==> src/rtl/ucie_ctl_sb_pkg.sv <==
// Shared types and elaboration helpers for the adapter sideband config path.
package ucie_ctl_sb_pkg;

    typedef enum logic {SB_IDLE, SB_SEND} sb_tx_state_e;

    // Returns 0 when msg_w is not a whole number of beats, so the top can refuse to elaborate.
    function automatic int sb_beats(input int msg_w, input int nc);
        if (nc <= 0) return 0;
        if ((msg_w % nc) != 0) return 0;
        return msg_w / nc;
    endfunction

    function automatic int sb_crd_w(input int credits);
        return $clog2(credits + 1);
    endfunction

endpackage

==> src/rtl/ucie_ctl_sb_msg_fifo.sv <==
// Whole-message FIFO feeding the sideband serializer; push while full and pop while empty are ignored.
module ucie_ctl_sb_msg_fifo #(
    parameter int WIDTH = 128,
    parameter int DEPTH = 4
) (
    input  logic             i_clk,
    input  logic             i_rst,
    input  logic             i_push,
    input  logic [WIDTH-1:0] i_data,
    input  logic             i_pop,
    output logic             o_full,
    output logic             o_empty,
    output logic [WIDTH-1:0] o_head
);
    localparam int AW = $clog2(DEPTH);
    localparam logic [AW:0] FULL_CNT = (AW+1)'(DEPTH);

    logic [WIDTH-1:0] mem_q [DEPTH];
    logic [AW-1:0]    wr_ptr_q;
    logic [AW-1:0]    rd_ptr_q;
    logic [AW:0]      cnt_q;
    logic             do_push;
    logic             do_pop;

    assign o_full  = (cnt_q == FULL_CNT);
    assign o_empty = (cnt_q == '0);
    assign do_push = i_push && !o_full;
    assign do_pop  = i_pop && !o_empty;
    assign o_head  = mem_q[rd_ptr_q];

    // Power-of-two depth lets the pointers wrap by natural overflow.
    always_ff @(posedge i_clk or posedge i_rst) begin
        if (i_rst) begin
            wr_ptr_q <= '0;
            rd_ptr_q <= '0;
            cnt_q    <= '0;
        end else begin
            if (do_push) wr_ptr_q <= wr_ptr_q + AW'(1);
            if (do_pop)  rd_ptr_q <= rd_ptr_q + AW'(1);
            case ({do_push, do_pop})
                2'b10:   cnt_q <= cnt_q + (AW+1)'(1);
                2'b01:   cnt_q <= cnt_q - (AW+1)'(1);
                default: cnt_q <= cnt_q;
            endcase
        end
    end

    always_ff @(posedge i_clk) begin
        if (do_push) mem_q[wr_ptr_q] <= i_data;
    end

endmodule

==> src/rtl/ucie_ctl_adapter_sb_cfg_tx.sv <==
// Credit-gated serializer: buffers sideband messages and streams them LSB-first onto RDI lp_cfg.
//
// state   | meaning
// SB_IDLE | no beat on lp_cfg; waiting for a queued message and a credit
// SB_SEND | one beat per cycle of the current message; may chain the next without a bubble
module ucie_ctl_adapter_sb_cfg_tx
    import ucie_ctl_sb_pkg::*;
#(
    parameter int NC      = 32,
    parameter int MSG_W   = 128,
    parameter int DEPTH   = 4,
    parameter int CREDITS = 4
) (
    input  logic                         i_clk,
    input  logic                         i_rst,
    input  logic                         i_msg_valid,
    input  logic [MSG_W-1:0]             i_msg_data,
    output logic                         o_msg_ready,
    output logic                         o_rdi_lp_cfg_valid,
    output logic [NC-1:0]                o_rdi_lp_cfg,
    input  logic                         i_rdi_pl_cfg_crd,
    output logic [$clog2(CREDITS+1)-1:0] o_credit_count,
    output logic                         o_busy,
    output logic                         o_crd_overflow
);
    localparam int BEATS = sb_beats(MSG_W, NC);
    localparam int BW    = (BEATS > 1) ? $clog2(BEATS) : 1;
    localparam int CW    = sb_crd_w(CREDITS);
    localparam logic [BW-1:0] LAST_BEAT = BW'(BEATS - 1);
    localparam logic [CW-1:0] CRD_MAX   = CW'(CREDITS);

    if (BEATS < 1) begin : g_chk_msg_w
        $error("MSG_W must be a nonzero multiple of NC");
    end
    if (DEPTH < 2 || (DEPTH & (DEPTH - 1)) != 0) begin : g_chk_depth
        $error("DEPTH must be a power of two and at least 2");
    end

    logic             fifo_full;
    logic             fifo_empty;
    logic [MSG_W-1:0] fifo_head;

    sb_tx_state_e     state_q;
    logic [BW-1:0]    beat_q;
    logic [MSG_W-1:0] shift_q;
    logic             valid_q;
    logic [CW-1:0]    crd_q;
    logic [CW-1:0]    crd_d;
    logic             ovf_q;
    logic             ovf_d;
    logic             last_beat;
    logic             launch;

    ucie_ctl_sb_msg_fifo #(
        .WIDTH (MSG_W),
        .DEPTH (DEPTH)
    ) u_fifo (
        .i_clk   (i_clk),
        .i_rst   (i_rst),
        .i_push  (i_msg_valid),
        .i_data  (i_msg_data),
        .i_pop   (launch),
        .o_full  (fifo_full),
        .o_empty (fifo_empty),
        .o_head  (fifo_head)
    );

    assign last_beat = (state_q == SB_SEND) && (beat_q == LAST_BEAT);

    // A credit arriving on the last beat may fund the chained launch; from idle only the held count counts.
    always_comb begin
        launch = 1'b0;
        if (state_q == SB_IDLE) begin
            launch = !fifo_empty && (crd_q != '0);
        end else if (last_beat) begin
            launch = !fifo_empty && ((crd_q != '0) || i_rdi_pl_cfg_crd);
        end
    end

    always_comb begin
        crd_d = crd_q;
        ovf_d = ovf_q;
        if (launch && !i_rdi_pl_cfg_crd) begin
            crd_d = crd_q - CW'(1);
        end else if (!launch && i_rdi_pl_cfg_crd) begin
            if (crd_q == CRD_MAX) ovf_d = 1'b1;
            else                  crd_d = crd_q + CW'(1);
        end
    end

    always_ff @(posedge i_clk or posedge i_rst) begin
        if (i_rst) begin
            state_q <= SB_IDLE;
            beat_q  <= '0;
            shift_q <= '0;
            valid_q <= 1'b0;
            crd_q   <= CRD_MAX;
            ovf_q   <= 1'b0;
        end else begin
            crd_q <= crd_d;
            ovf_q <= ovf_d;
            if (launch) begin
                state_q <= SB_SEND;
                beat_q  <= '0;
                shift_q <= fifo_head;
                valid_q <= 1'b1;
            end else if (state_q == SB_SEND) begin
                if (last_beat) begin
                    state_q <= SB_IDLE;
                    beat_q  <= '0;
                    shift_q <= '0;
                    valid_q <= 1'b0;
                end else begin
                    beat_q  <= beat_q + BW'(1);
                    shift_q <= shift_q >> NC;
                end
            end
        end
    end

    // shift_q is cleared whenever idle, so the beat bus is zero without extra gating.
    assign o_rdi_lp_cfg       = shift_q[NC-1:0];
    assign o_rdi_lp_cfg_valid = valid_q;
    assign o_credit_count     = crd_q;
    assign o_crd_overflow     = ovf_q;
    assign o_msg_ready        = !fifo_full;
    assign o_busy             = !fifo_empty || (state_q == SB_SEND);

endmodule
==> config.mk <==
export PLATFORM = sky130hd
export DESIGN_NAME = ucie_ctl_adapter_sb_cfg_tx
export DESIGN_NICKNAME = d
export VERILOG_FILES = /design/src/rtl/ucie_ctl_sb_pkg.sv /design/src/rtl/ucie_ctl_sb_msg_fifo.sv /design/src/rtl/ucie_ctl_adapter_sb_cfg_tx.sv
export SDC_FILE = /design/constraint.sdc
export NUM_CORES = 1
export LEC_CHECK = 0
export CAP_MARGIN = 20
export CORE_ASPECT_RATIO = 0.8
export CORE_MARGIN = 4
export CORE_UTILIZATION = 50
export CTS_CLUSTER_DIAMETER = 100
export DETAILED_ROUTE_END_ITERATION = 16
export GPL_ROUTABILITY_DRIVEN = 0
export GPL_TIMING_DRIVEN = 1
export PLACE_DENSITY = 0.71
export SETUP_SLACK_MARGIN = 0.2
export SLEW_MARGIN = 20
export SYNTH_ARGS = -nofsm -noshare
export SYNTH_HDL_FRONTEND = slang
export SYNTH_SLANG_ARGS = --single-unit
==> constraint.sdc <==
create_clock -name i_clk -period 6.1 [get_ports i_clk]
set_clock_uncertainty 0.1 [all_clocks]
set_input_delay 1.22 -clock i_clk [delete_from_list [all_inputs] [get_ports i_clk]]
set_output_delay 1.22 -clock i_clk [all_outputs]
set_load 0.005 [all_outputs]
# After elaboration in Yosys (flattened, before gate mapping)
# Memories as Yosys holds them, arrays and structs flattened.
# Index checks and enable logic that the tools add are counted.
[word_totals]
reg_bits = 143
ram_bits = 512
inputBits = 132
output_inout_bits = 39
wordCells = 66
mem_count = 1
[classes]
n_addsub = 7
eq_ne = 6
mux = 20
bitwise_logic = 1
reduce_logical = 22
[memory_table]
columns = ["name", "words", "word_bits", "read_ports", "rd_ports_with_merged_regs", "wr", "line", "rtl"]
rows = [
  ["u_fifo.mem_q", 4, 128, 1, 0, 1, "ucie_ctl_sb_msg_fifo.sv:18", "logic [WIDTH-1:0] mem_q [DEPTH];"],
]
[op_table]
columns = ["operator", "count"]
rows = [
  ["2-to-1 mux 128 bit", 2],
  ["2-to-1 mux 96 bit", 1],
  ["2-to-1 mux 1 bit", 10],
  ["2-to-1 mux 3 bit", 3],
  ["nonzero test 2 bit", 4],
  ["logical AND 1 bit", 7],
  ["adder 2 x 1 -> 2 bit, second input constant", 3],
  ["adder 3 x 1 -> 3 bit, second input constant", 2],
  ["== test 3 bit, second input constant", 2],
  ["2-to-1 mux 2 bit", 3],
  ["case mux 3 bit (2 select lines)", 1],
  ["subtractor 3 x 1 -> 3 bit, second input constant", 2],
  ["== test 2 bit, second input constant", 2],
  ["zero test 1 bit", 4],
  ["AND reduction 2 bit", 2],
  ["zero test 3 bit", 1],
  ["AND reduction 3 bit", 1],
  ["nonzero test 3 bit", 1],
  ["== test 2 x 1 -> 1 bit, second input constant", 1],
  ["logical OR 1 bit", 2],
  ["inequality test 2 bit, second input constant", 1],
  ["NOT 1 bit", 1],
]

# Longest topological paths before layout
# Gate-level depths: netlist of the first run.
[depth]
word_depth = 9
depth_mapped = 14
mapped_depth_nobuf = 10

# Cells and area by module
# Synthesis of the first run repeated with hierarchy kept, for this count alone.
[unflattened]
hier_cells = 1199
area_unflattened_um2 = 25159.1
[modules_own_cells]
columns = ["module", "instances", "cells_per_inst", "area_per_inst_um2", "seq_area_each_um2"]
rows = [
  ["ucie_ctl_sb_msg_fifo", 1, 707, 18889.4, 15549.9],
  ["ucie_ctl_adapter_sb_cfg_tx", 1, 492, 6269.8, 3404.5],
]

# Worst setup path after synthesis of the first run
# Ideal clock, no wire load.
[synth_timing]
kind = "input port to flip-flop"
from = "input port i_msg_valid"
to = "memory u_fifo.mem_q[0][0], enable pin"
setup_ps = 503
arrival_ps = 4217
required_ps = 5497
path_slack_ps = 1280
path_stages = 1
path_buffers = 0
path_cell_list = "and3_1"
[synth_via]
elab_chain_len = 3
[synth_rtl]
columns = ["item", "line", "rtl"]
rows = [
  ["start, declared", "ucie_ctl_adapter_sb_cfg_tx.sv:16", "input logic i_msg_valid,"],
  ["logical AND 1 bit", "ucie_ctl_sb_msg_fifo.sv:27", "assign do_push = i_push && !o_full;"],
  ["2-to-1 mux 1 bit", "ucie_ctl_sb_msg_fifo.sv:49", "if (do_push) mem_q[wr_ptr_q] <= i_data;"],
  ["2-to-1 mux 1 bit (implied by the code)", "ucie_ctl_sb_msg_fifo.sv:49", ""],
  ["end, declared", "ucie_ctl_sb_msg_fifo.sv:18", ""],
]
# No other way between the ends.

# Worst setup path in the final report of the first run
[layout_timing]
from = "input port i_rdi_pl_cfg_crd"
to = "register crd_q[2] (netlist: o_credit_count[2])"
[layout_via]
elab_chain_len = 8
elab_cells_between_ends = 12
classes_between = "1 x eq/ne; 3 x mux; 8 x reduce/logical"
[layout_rtl]
columns = ["item", "line", "rtl"]
rows = [
  ["start, declared", "ucie_ctl_adapter_sb_cfg_tx.sv:21", "input logic i_rdi_pl_cfg_crd,"],
  ["logical OR 1 bit *", "ucie_ctl_adapter_sb_cfg_tx.sv:76", "launch = !fifo_empty && ((crd_q != '0) || i_rdi_pl_cfg_crd);"],
  ["logical AND 1 bit *", "ucie_ctl_adapter_sb_cfg_tx.sv:76", ""],
  ["2-to-1 mux 1 bit *", "ucie_ctl_adapter_sb_cfg_tx.sv:75", "end else if (last_beat) begin"],
  ["2-to-1 mux 1 bit *", "ucie_ctl_adapter_sb_cfg_tx.sv:73", "if (state_q == SB_IDLE) begin"],
  ["named net launch", "ucie_ctl_adapter_sb_cfg_tx.sv:52", "logic launch;"],
  ["zero test 1 bit", "ucie_ctl_adapter_sb_cfg_tx.sv:85", "end else if (!launch && i_rdi_pl_cfg_crd) begin"],
  ["logical AND 1 bit", "ucie_ctl_adapter_sb_cfg_tx.sv:85", ""],
  ["nonzero test 2 bit (no source line)", "--", ""],
  ["AND reduction 2 bit (no source line)", "--", ""],
  ["end signal, assigned", "ucie_ctl_adapter_sb_cfg_tx.sv:100", "crd_q <= crd_d;"],
  ["end, declared", "ucie_ctl_adapter_sb_cfg_tx.sv:47", "logic [CW-1:0] crd_q;"],
]
# The timed path passes the listed nets; every way through them passes the cells marked *.
# A chain may end at the register's enable or synchronous reset.

==> metrics.txt, run 1 <==
final hold viol count=0; min-delay worst type=reg -> reg; Slew HR=0.277; fraction of registers with async set/reset=0.218; total nets after synthesis=1320; drt wl/cell=24.7 µm; Final TNS setup=0 ns; DRC Markers=0; Max Root-Sink Buffers=3; clk root buf=clkbuf_16; Post-DRT Antenna Nets=0; post-synthesis register bit count=655; Post-CTS Setup Bufs=0; Power Density=470 mW/mm²; cts bufs inserted=61; critical path, cell by cell=clkdlybuf4s50_1 > a2111oi_4 > or3_1 > inv_1 > ha_1 > inv_1 > fa_1 > or2_2 > o21ai_0 > a31oi_1; number of synthesized flops with an enable pin=512; Crit path top cell by count=inv_1; crit path DAT=3.89 ns; top fanout value on the critical path=5; most common cell in the netlist=edfxtp_1; Layout Nets=1467; Worst Setup End Kind=register; clock slew at reported path FFs=0.06 ns; Initial Utilization=0.510; Final Cell Area=0.0289 mm²; die area=0.0534 mm²; fin crit share=0.568; GR Overflow Total=0; number of max-cap violations=0; die height=207 µm; PortBufs=170; status=finished clean; number of global-route vias before repair=12500; slowest CP cell=clkdlybuf4s50_1; initial antenna violation count=12; Vias=11800; total power=13.6 mW; synth top area cells=edfxtp_1 (62%), dfrtp_1 (14%), mux4_2 (12%); Hold-fix buffers, CTS=0; Setup CP Type=in -> reg; Mean Syn Cell Area=21.1 µm²; Ports=171; most instantiated cells after synthesis=edfxtp_1 (512), dfrtp_1 (142), mux4_2 (128), and2_1 (97), a221o_1 (96); Die X=257 µm; final WL=50.5 mm; post-synth cell types=42; post-route minimum period=3.47 ns; Post-Layout Cell Count=2045; Data required, critical path=6.52 ns; fraction of layout cells with a size suffix above 1=0.177; CTS tree=done; worst skew pair latency=0.62 ns; Synth Cell Area=0.0249 mm²; post-CTS sizing=0; Final setup viols=0; dominant synthesized flop cell=edfxtp_1; Post-DP HPWL=27.9 mm; cell count after synthesis=1178; core area=0.0487 mm²; largest net degree at the start of global routing=131; CTS H-Tree Depth=2; global-route wire length before repair=77.6 mm; Filler Cell Count=3435; dpl cells=1928; Setup WS post-layout=2.63 ns; CP max stage delay=0.61 ns; Rows=72; RSZ-0062 raised after global routing=false; Max Clk Rate=288 MHz; Starting DRT DRC Count=1048; Tightest Pin Transition=1.09 ns; Area after DPL=0.0270 mm²; most area-hungry cell type in the Yosys netlist=edfxtp_1; sequential area share after synthesis=0.763; total clock sinks=655; startpoint types=primary input; GRT Util Overall=0.190; pre-CTS setup slack=2.03 ns; Via density=5.79; area delta synth->final=16.4%; TritonRoute pass-1 iters=5; Slew Limit Fails=0; LEAKAGE=10.0 nW; synth warn=0; top cell type's share of synthesized area=0.619; Worst VDD drop=0.257 mV
==> registers in the layout (all words and copies together) (netlist names) <==
| name | flops |
|---|---|
| o_rdi_lp_cfg_valid | 1 |
| state_q | 1 |
| u_fifo.cnt_q | 3 |
| u_fifo.rd_ptr_q | 2 |
| o_credit_count | 3 |
| beat_q | 2 |
| u_fifo.mem_q | 512 |
| shift_q | 128 |
| o_crd_overflow | 1 |
| u_fifo.wr_ptr_q | 2 |
==> path summary, 6_finish.rpt <==
| kind | start | slack, ns | cells after the start | endpoint |
|---|---|---|---|---|
| max reg2reg | u_fifo.rd_ptr_q[0]$_DFFE_PP0P_ | 3.26 | 3 | shift_q[33]$_DFFE_PP0P_ |
| min in group asynchronous | i_rst | 1.07 | 2 | shift_q[16]$_DFFE_PP0P_ |
| max in group asynchronous | i_rst | 3.76 | 3 | shift_q[117]$_DFFE_PP0P_ |
| min | o_crd_overflow$_DFFE_PP0P_ | 0.38 | 1 | o_crd_overflow$_DFFE_PP0P_ |
| min reg2reg | o_crd_overflow$_DFFE_PP0P_ | 0.38 | 1 | o_crd_overflow$_DFFE_PP0P_ |
| max | i_rdi_pl_cfg_crd | 2.63 | 10 | o_credit_count[2]$_DFFE_PP1P_ |
==> metrics by stage <==
stage	hold WS, ns	util
2_1_floorplan	0.358	-
3_3_place_gp	0.355	0.554
3_5_place_dp	0.364	0.554
4_1_cts	0.382	0.593
5_1_grt	0.392	0.594
6_report	0.383	0.594
==> layout make-up <==
class,instances,area (µm²),area share
well taps,666,833,0.0288
clock inverters,20,150,0.00519
repair buffers,185,1900,0.0657
multi-input cells,408,5250,0.182
diodes,2,5.00,0.000173
inverters,14,60.1,0.00208
clock buffers,95,1760,0.0610
flip-flops and latches,655,19000,0.655
==> kinds of logic after synthesis <==
kind of cell,count (synthesis),synth area share
compound gates,144,0.0553
xor+xnor,7,0.00247
fa+ha+maj,10,0.00564
buf+inv,115,0.0273
flops,655,0.763
mux,131,0.117
simple gates,116,0.0293
==> report_power, final <==
part,internal [mW],switching [mW],leakage [nW]
registers,5.96,0.549,6.55
logic,1.78,1.69,2.55
clock network,2.06,1.55,0.937
total,9.81,3.79,10.0
==> per-layer routing <==
layer / part of all wire / global-route usage / wire, µm
met3: 0.084 / 0.0534 / 4220
met4: 0.015 / 0.0432 / 769
met5: 0.0028 / 0 / 139
met2: 0.46 / 0.286 / 23100
met1: 0.44 / 0.284 / 22300
==> cells in the final DEF, fill, tap and decap left out, types with 2 or more instances in the layout <==
cell	n
clkinv_1	9
diode_2	2
o21ai_0	2
nor2_1	2
and3_4	4
a22o_1	33
inv_1	12
clkbuf_16	61
clkbuf_8	11
mux4_2	128
inv_6	3
bufinv_16	2
dfrtp_1	140
clkbuf_1	23
buf_12	7
a21oi_1	4
xor2_1	3
fa_1	2
clkinv_2	6
dfrtp_4	2
clkdlybuf4s50_1	170
nand2_1	2
ha_1	8
nand2b_1	2
and2_1	97
mux2_2	2
edfxtp_1	512
or3_1	2
buf_4	8
a221o_1	96
xnor2_1	4
==> worst max-delay path: cells and delay by family <==
kind	cells	cell delay, ns
adders and majority gates	2	0.66
AOI/OAI and AO/OA	3	0.42
and+or+nand+nor	2	0.79
buffers and inverters	3	0.80
(Power assumes the default switching activity.)
==> run 2, diff against run 1 <==
PLACE_DENSITY = 0.74   (was 0.71)
clock period = 2.8 ns   (was 6.1 ns; I/O delays follow)
==> run 2 against run 1 <==
Sequential share of layout area shrank 1.2 points. Highest routed layer unchanged. Cell area is 1.8% higher. Clock power rose by 130%. Critical path depth is 8 lower.
==> metrics.txt, run 2 (synthesized netlist as in run 1, its figures left out) <==
Vias=12000 (+1.5%); TritonRoute pass-1 iters=7 (+2); number of max-cap violations=0 (unchanged); Starting DRT DRC Count=928 (-11%); commonest non-fill, non-tap cells in the layout=edfxtp_1 (512), clkdlybuf4s50_1 (168), dfrtp_1 (139), mux4_2 (128), and2_1 (97); core area=0.0487 mm² (unchanged); Hold-fix buffers, CTS=0 (unchanged); Worst VDD drop=0.661 mV (+160%); Setup CP Type=reg -> out; Via density=5.82 (+0.46%); GR Overflow Total=0 (unchanged); Post-DP HPWL=29.6 mm (+6.0%); Multi-input gate area=0.00528 mm² (+0.48%); Data required, critical path=2.14 ns (-4.38 ns); number of global-route vias before repair=12300 (-1.2%); status=finished clean; pre-CTS setup slack=-0.188 ns (-2.22 ns); register-to-register setup slack=0.35 ns (-2.91 ns); total clock sinks=655 (unchanged); Initial Utilization=0.510 (unchanged); global-route wire length before repair=77.8 mm (+0.25%); die height=207 µm (unchanged); worst skew pair latency=0.62 ns (about the same); r2r endpoint=o_credit_count[2]$_DFFE_PP1P_; dpl cells=1950 (+1.1%); post-route minimum period=2.48 ns; DRC Markers=0 (unchanged); area delta synth->final=18.5%; clk root buf=clkbuf_16; Max Used Layer=met5; Slew HR=0.274 (-0.00288); clock slew at reported path FFs=0.06 ns (about the same); die area=0.0534 mm² (unchanged); Worst Setup End Kind=primary output; Slew Limit Fails=0 (unchanged); drt wl/cell=24.6 µm (-0.28%); R2R depth=9 (+6); Setup WS post-layout=0.319 ns (-2.31 ns); most common cell after layout, fill and taps aside=edfxtp_1; fin crit share=0.886; min-delay worst type=in -> async; Filler Cell Count=3417 (-0.52%); sequential cell area=0.0190 mm² (about the same); CTS tree=done; WL met3=4.10 mm (-2.8%); fraction of layout cells with a size suffix above 1=0.203 (+0.0257); Area after DPL=0.0274 mm² (+1.4%); largest net degree at the start of global routing=99 (-24%); PortBufs=170 (unchanged); Post-DRT Antenna Nets=0 (unchanged); cts bufs inserted=61 (unchanged); Power Density=1040 mW/mm² (+120%); Metal-1 WL=22.6 mm (+1.3%); Final setup viols=0 (unchanged); Max Root-Sink Buffers=3 (unchanged); Layout Nets=1490 (+1.6%); Fin Hold WS=0.143 ns (-0.240 ns); Tightest Pin Transition=1.09 ns (+0.00432 ns); RR Startpoint=o_credit_count[2]$_DFFE_PP1P_; Final Cell Area=0.0295 mm² (+1.8%); max FFs per register=512 (unchanged); crit path DAT=1.82 ns (-2.07 ns); Max Clk Rate=403 MHz; biggest regs=u_fifo.mem_q x512, shift_q x128; startpoint types=register; Met2 Wirelength=23.4 mm (+1.2%); initial antenna violation count=17 (+5); LEAKAGE=10.3 nW (+2.3%); RSZ-0062 raised after global routing=false; final hold viol count=0 (unchanged); top fanout value on the critical path=6 (+1); CTS H-Tree Depth=2 (unchanged); Die X=257 µm (unchanged); Ports=171 (unchanged); Post-Layout Cell Count=2067 (+1.1%); GRT Util Overall=0.191 (about the same); final WL=50.9 mm (+0.79%); Rows=72 (unchanged); Biggest register=u_fifo.mem_q
## run 2: cell types whose count changed in the layout (fill, tap and decap cells not counted), sizes merged, moves of 2 or more
cell / previous run / this run
buf: 15 / 38
clkinvlp: 0 / 4
dlygate4sd2: 0 / 2
clkdlybuf4s50: 170 / 168
clkinv: 16 / 20
bufinv: 2 / 6
clkbuf: 95 / 84
## run 2: timing repair
| action | 4_1_cts | 5_1_grt |
|---|---|---|
| setup endpoints to repair | 2 | 1 |
| gates resized for setup | 4 | 0 |
| buffers inserted | 0 | 1 |
| endpoints found under the hold margin | 0 | 0 |
## run 2: worst max-delay path by stage
stage                                   from  depth (start not counted)                             to  slack (ns)
5_1_grt        o_credit_count[2]$_DFFE_PP1P_                          9  o_credit_count[2]$_DFFE_PP1P_        0.21
2_1_floorplan    u_fifo.cnt_q[2]$_DFFE_PP0P_                          2   u_fifo.mem_q[0][0]$_DFFE_PP_        0.02
3_3_place_gp                i_rdi_pl_cfg_crd                         10  o_credit_count[2]$_DFFE_PP1P_       -0.16
6_report         u_fifo.cnt_q[0]$_DFFE_PP0P_                          2                    o_msg_ready        0.32
3_5_place_dp                i_rdi_pl_cfg_crd                         10  o_credit_count[2]$_DFFE_PP1P_       -0.19
4_1_cts          u_fifo.cnt_q[0]$_DFFE_PP0P_                          2                    o_msg_ready        0.28
## run 2: layer usage
metal / GRT usage / vias up
met4: 0.0361 / 30
li1: - / 5178
met2: 0.281 / 360
met3: 0.0584 / 82
met5: 0 / -
met1: 0.288 / 6381
## run 2: area by class of cell
type,count,area share
timing repair buffer,208,0.0771
tap,666,0.0283
multi-input combinational,408,0.179
sequential,655,0.644
inverter,14,0.00200
clock buffer,84,0.0582
clock inverter,31,0.0115
antenna,1,0.0000849
## run 2: report_power, final
part	internal (mW)	switching, mW
clock	4.84	3.52
combinational	4.21	4.12
sequential	13.0	0.914
total	22.0	8.55
## run 2: critical path: stages, from the launching register on
cell,delay (ns)
dfrtp_1,0.43
or3b_4,0.46
dlygate4sd2_1,0.32
## run 2: stage by stage
| step | TNS [ns] | utilization | total power, mW |
|---|---|---|---|
| 3_3_place_gp | -0.790 | 0.562 | 22.3 |
| 4_1_cts | 0 | 0.604 | 30.9 |
| 6_report | 0 | 0.604 | 30.6 |
| 3_5_place_dp | -1.28 | 0.562 | 22.6 |
| 5_1_grt | 0 | 0.604 | 32.1 |
| 2_1_floorplan | 0 | - | 19.9 |
==> run 3, diff against run 2 <==
CTS_CLUSTER_DIAMETER = 200   (was 100)
==> results of run 3 <==
The final DEF is identical to that of run 2; final timing and power are the same.
